File: src/rtl/clk_div_pkg.sv
// rtl/clk_div_pkg.sv - shared constants and types for the programmable clock divider
package clk_div_pkg;
  localparam int DIV_MIN       = 2;
  localparam int CNT_W_DEFAULT = 8;

  typedef logic [CNT_W_DEFAULT-1:0] div_t;

  typedef enum logic {
    PARKED  = 1'b0,
    RUNNING = 1'b1
  } run_state_t;
endpackage

File: src/rtl/clk_div_neg_stage.sv
// rtl/clk_div_neg_stage.sv - negedge half-cycle flop and odd-mode output OR
module clk_div_neg_stage (
  input  logic clk,
  input  logic rst_n,
  input  logic p,
  input  logic odd,
  output logic clk_out
);

  logic n;

  always_ff @(negedge clk or negedge rst_n) begin
    if (!rst_n) begin
      n <= 1'b0;
    end else begin
      n <= p;
    end
  end

  // n trails p by half a cycle, stretching the high phase for odd divisors
  assign clk_out = odd ? (p | n) : p;

endmodule

File: src/rtl/clk_div_n.sv
// rtl/clk_div_n.sv - programmable 50%-duty integer clock divider with glitch-free enable
module clk_div_n
  import clk_div_pkg::*;
#(
  parameter int CNT_W   = CNT_W_DEFAULT,
  parameter int DIV_RST = 3
) (
  input  logic             clk,
  input  logic             rst_n,
  input  logic             en,
  input  logic [CNT_W-1:0] div_val,
  input  logic             div_load,
  output logic             clk_out,
  output logic             tick,
  output logic [CNT_W-1:0] div_cur,
  output logic             load_err
);

  localparam logic [CNT_W-1:0] ONE     = CNT_W'(1);
  localparam logic [CNT_W-1:0] MIN_DIV = CNT_W'(DIV_MIN);

  run_state_t       state, state_n;
  logic [CNT_W-1:0] cnt, cnt_n;
  logic [CNT_W-1:0] div_act, div_act_n;
  logic [CNT_W-1:0] div_pend, div_pend_n;
  logic             pend_v, pend_v_n;
  logic             p, p_n;
  logic             tick_n, load_err_n;
  logic [CNT_W-1:0] div_nxt, cnt_inc, half;
  logic             wrap;

  always_ff @(posedge clk or negedge rst_n) begin
    if (!rst_n) begin
      state    <= PARKED;
      cnt      <= CNT_W'(DIV_RST - 1);
      div_act  <= CNT_W'(DIV_RST);
      div_pend <= CNT_W'(DIV_RST);
      pend_v   <= 1'b0;
      p        <= 1'b0;
      tick     <= 1'b0;
      load_err <= 1'b0;
    end else begin
      state    <= state_n;
      cnt      <= cnt_n;
      div_act  <= div_act_n;
      div_pend <= div_pend_n;
      pend_v   <= pend_v_n;
      p        <= p_n;
      tick     <= tick_n;
      load_err <= load_err_n;
    end
  end

  always_comb begin
    state_n    = state;
    cnt_n      = cnt;
    p_n        = p;
    div_act_n  = div_act;
    div_pend_n = div_pend;
    pend_v_n   = pend_v;
    load_err_n = 1'b0;
    div_nxt    = pend_v ? div_pend : div_act;
    cnt_inc    = cnt + ONE;
    half       = div_act >> 1;
    wrap       = (cnt == div_act - ONE);

    case (state)
      PARKED: begin
        div_act_n = div_nxt;
        pend_v_n  = 1'b0;
        if (en) begin
          state_n = RUNNING;
          cnt_n   = '0;
          p_n     = 1'b1;
        end else begin
          cnt_n = div_nxt - ONE;
          p_n   = 1'b0;
        end
      end
      RUNNING: begin
        if (wrap) begin
          // a new period (or parking) always begins with p and n both low
          div_act_n = div_nxt;
          pend_v_n  = 1'b0;
          if (en) begin
            cnt_n = '0;
            p_n   = 1'b1;
          end else begin
            state_n = PARKED;
            cnt_n   = div_nxt - ONE;
            p_n     = 1'b0;
          end
        end else begin
          cnt_n = cnt_inc;
          p_n   = (cnt_inc < half);
        end
      end
      default: begin
        state_n = PARKED;
      end
    endcase

    // a load in the same cycle as an apply stays pending for the next boundary
    if (div_load) begin
      if (div_val >= MIN_DIV) begin
        div_pend_n = div_val;
        pend_v_n   = 1'b1;
      end else begin
        load_err_n = 1'b1;
      end
    end

    tick_n = (state_n == RUNNING) && (cnt_n == '0);
  end

  assign div_cur = div_act;

  clk_div_neg_stage u_neg_stage (
    .clk     (clk),
    .rst_n   (rst_n),
    .p       (p),
    .odd     (div_act[0]),
    .clk_out (clk_out)
  );

endmodule

File: config.mk
export PLATFORM = sky130hd
export DESIGN_NAME = clk_div_n
export DESIGN_NICKNAME = d
export VERILOG_FILES = /design/src/rtl/clk_div_pkg.sv /design/src/rtl/clk_div_neg_stage.sv /design/src/rtl/clk_div_n.sv
export SDC_FILE = /design/constraint.sdc
export NUM_CORES = 1
export LEC_CHECK = 0
export ABC_CLOCK_PERIOD_IN_PS = 2100
export BUFFER_PORTS_ARGS = -buffer_cell sky130_fd_sc_hd__buf_2
export CAP_MARGIN = 5
export CORE_MARGIN = 1.5
export CORE_UTILIZATION = 52
export DETAILED_ROUTE_END_ITERATION = 10
export PLACE_DENSITY_LB_ADDON = 0.2
export SLEW_MARGIN = 40
export SYNTH_ARGS = -nofsm -noshare
export SYNTH_HDL_FRONTEND = slang
export SYNTH_HIERARCHICAL = 1
export SYNTH_SLANG_ARGS = --single-unit
File: constraint.sdc
create_clock -name clk -period 2.1 [get_ports clk]
set_input_delay 0.63 -clock clk [delete_from_list [all_inputs] [get_ports clk]]
set_output_delay 0.63 -clock clk [all_outputs]
set_load 0.02 [all_outputs]
; Word-level counts from Yosys, hierarchy flattened
; Index checks and enable logic that the tools add are counted.
[op_classes]
mul = 0
addsub = 3
reduce_logical = 3
n_bitwise = 2
div = 0
n_mux = 18
eq_ne = 2
n_lt_le_gt_ge = 2
shift = 0
[op_table]
columns = cell, count
row1 = two-way mux 8 bit, 4
row2 = one-hot mux 8 bit (2 select lines), 2
row3 = "subtractor 8 x 1 -> 8 bit, second input constant", 2
row4 = two-way mux 1 bit, 9
row5 = "adder 8 x 1 -> 8 bit, second input constant", 1
row6 = equality test 8 bit, 1
row7 = "greater-or-equal comparator 8 x 2 -> 1 bit, second input constant", 1
row8 = zero test 8 bit, 1
row9 = less-than comparator 8 x 7 -> 1 bit, 1
row10 = one-hot mux 1 bit (2 select lines), 3
row11 = "!= test 2 x 1 -> 1 bit, second input constant", 1
row12 = AND reduction 2 bit, 1
row13 = logical AND 1 bit, 1
row14 = NOT 1 bit, 1
row15 = OR 1 bit, 1
[totals]
mem_bits_ro = 0
out_inout_bits = 11
mem_bits_rw = 0
n_memories = 0
regBits = 30
input_bits = 12
latch_bits = 0

; Depth between registers and ports, before layout
[depth]
depth_word = 7
depth_mapped = 10
mapped_depth_nobuf = 9

; By module
; The synthesis kept the hierarchy.
[by_module_without_submodules]
columns = mod, cells_each, seq_area_each_um2, area_each_um2, n_inst
row1 = clk_div_n, 204, 732.0, 1886.8, 1
row2 = clk_div_neg_stage, 2, 25.0, 32.5, 1

==> impl_metrics.yaml <==
routing:
  drt_iter0_markers: 45
  drc: 0
  vias: 1641
  avgRoutedWirePerCell_um: 15.3
  detail-route-antenna-nets: 0
  drt-total-wl_um: 4620
  drt_first_pass_iters: 4
  via_per_inst: 5.45
placed_design:
  dp_hpwl_um: 3390
  io_buffers: 22
  dp_cells: 289
  place_congestion: 0.850
  placed_area_sq_um: 2260
layout:
  utilization: 0.730
  stdcell_count: 301
  final_cell_mix: "nand2_1, dfrtp_1, buf_2, buf_4"
  nNetsFinal: 275
  num_antenna_cells: 0
  area.growth.synth_to_final_pct: 30.8
  finish.instance_area_sq_um: 2510
  drive_above_1_share: 0.361
sta:
  finClkSkew_ps: 7.77
  timing.final.hold_violations: 0
  holdWs_ps: 366
  setup_ws_ps: -491
  maxSlewViolCount: 0
  rsz0062_at_grt: "true"
  maxSlewHeadroom: 0.726
  finalSetupViolations: 19
  worstMarginPinSlew_ps: 408
logic_synthesis:
  syn_avg_cell_area_sq_um: 9.32
  synth_flop_cell: "dfrtp_1"
  yosysSeqAreaShare: 0.394
  synth_nets: 227
  synth_cell_types: 42
  ys_seq_elements: 30
  syn_inst: 206
  yosysWarnings: 6
  async_flop_share: 1.00
  synth_edf_count: 0
  synthesis.area_sq_um: 1920
clock_network:
  clock-sinks: 30
  clkTransAtPathRegs_ps: 60
  tritoncts: "yes"
  cts-htree-levels: 2
  cts.path.max_buffers: 2
  holdBufCountCts: 0
  ctsRootBufferMaster: "clkbuf_8"
  cts_buffers: 5
  clock_latency_ps: 290
worst_setup_path:
  r2r_start: "div_cur[1]$_DFFE_PN1P_"
  cp.required_ps: 1470
  cp_data_arrival_time_ps: 1960
  worstSetupEndpointType: "primary output"
  crit_type: "flop to primary output"
  path_max_fanout: 1
  worst_setup_path_start_kind: "flop"
  r2r_slack_ps: -90
  regToRegEndpoint: "div_cur[5]$_DFFE_PN0P_"
  ff2ff_path_depth: 9
power_and_ir_drop:
  leakagePower_nw: 1.16
  powerDensity_nw_per_um2: 476
  ir_worst_vdd_uv: 429
global_route:
  antenna_found_initial: 0
  grt_pass1_vias: 1722
  grt_overflow: 0
  grt_max_degree: 30
  grt_pass1_wl_um: 7670
  grtUsageTotal: 0.241
die:
  fp.dieH_um: 63.8
  dieArea_sq_um: 4060
  core_sq_um: 3440
  start_util: 0.558
  die_x_um: 63.8
  rows: 21
  ios: 23
run_status:
  violations: "setup timing"
  status: "complete, but fails checks"
job:
  maxCapViolCount: 0
worst_hold_path:
  hold_class: "primary input to asynchronous set/reset pin"
==> flip-flops by register name (all words and copies together) (netlist names) <==
name and cells:
p 1, div_cur 8, cnt 8, tick 1, div_pend 8, state 1
u_neg_stage/n 1, pend_v 1, load_err 1
==> synth_stat cells (all sizes together) (3+ instances only) <==
cell	number	area (sq um)
nor3	5	30.0
a32o	5	50.1
nand2	24	90.1
or3	3	23.8
a21oi	9	45.0
ha	9	113
xnor2	12	105
nor2	11	41.3
xor2	6	52.6
inv	13	48.8
nor4b	3	26.3
dfrtp	24	601
buf	5	36.3
and2	6	37.5
mux2	7	78.8
a21o	3	22.5
clkbuf	4	15.0
nand3	8	40.0
nand2b	4	25.0
mux2i	9	90.1
dfstp	5	131
o21ai	13	65.1
==> report_power, final <==
group | switching [W] | internal [W]
Combinational | 0.0000692 | 0.0000506
Sequential | 0.0000106 | 0.000596
Clock | 0.000206 | 0.000264
Total | 0.000286 | 0.000910
==> routing by layer <==
layer  global-route usage  part of all wire  vias up
li1                     -                 -      815
met1                0.295              0.44      795
met2                0.434              0.51       22
met3               0.0493             0.025        9
met4               0.0598             0.017        0
met5                    0                 0        -
==> what timing repair did <==
item,in CTS,in global routing
setup endpoints to repair,21,21
cloned,0,0
resized for setup,11,16
pin swaps,8,4
buffers inserted,3,1
==> through the flow <==
stage	TNS (ps)	power [W]	worst slack, ps
5_1_grt	-3210	0.00125	-514
6_report	-1690	0.00120	-491
2_1_floorplan	-578	0.000684	-142
3_3_place_gp	-1000	0.000731	-188
3_5_place_dp	-1560	0.000735	-210
4_1_cts	-1700	0.00121	-502
==> final cells by class <==
class / instances / area, sq um
fill: 256 / 931
clock inverter: 1 / 5.00
sequential: 30 / 758
multi-input combinational: 154 / 1190
timing repair buffer: 50 / 362
tap: 46 / 57.6
inverter: 13 / 48.8
clock buffer: 7 / 86.3
==> cells by family after synthesis <==
| logic type | Yosys count | share of synthesized area |
|---|---|---|
| and+or+nand+nor | 75 | 0.206 |
| AOI/OAI and AO/OA | 36 | 0.119 |
| DFF | 30 | 0.394 |
| buffers and inverters | 22 | 0.0521 |
| xor gates and xnor gates | 18 | 0.0821 |
| muxes | 16 | 0.0880 |
| adders and majority gates | 9 | 0.0587 |
==> worst max-delay path, cell delays in order (launching register included) <==
cell	delay (ps)
dfrtn_1	390
a21o_1	120
buf_6	110
==> worst max path at each step <==
| stage | end | slack (ps) | startpoint |
|---|---|---|---|
| after floorplan | clk_out | -140 | u_neg_stage/n$_DFF_NN0_ |
| after global placement | clk_out | -190 | u_neg_stage/n$_DFF_NN0_ |
| after detailed placement | clk_out | -210 | u_neg_stage/n$_DFF_NN0_ |
| after CTS | clk_out | -500 | u_neg_stage/n$_DFF_NN0_ |
| after global routing | clk_out | -510 | u_neg_stage/n$_DFF_NN0_ |
| final | clk_out | -490 | u_neg_stage/n$_DFF_NN0_ |
No activity file was read; power rests on OpenSTA's default activity.
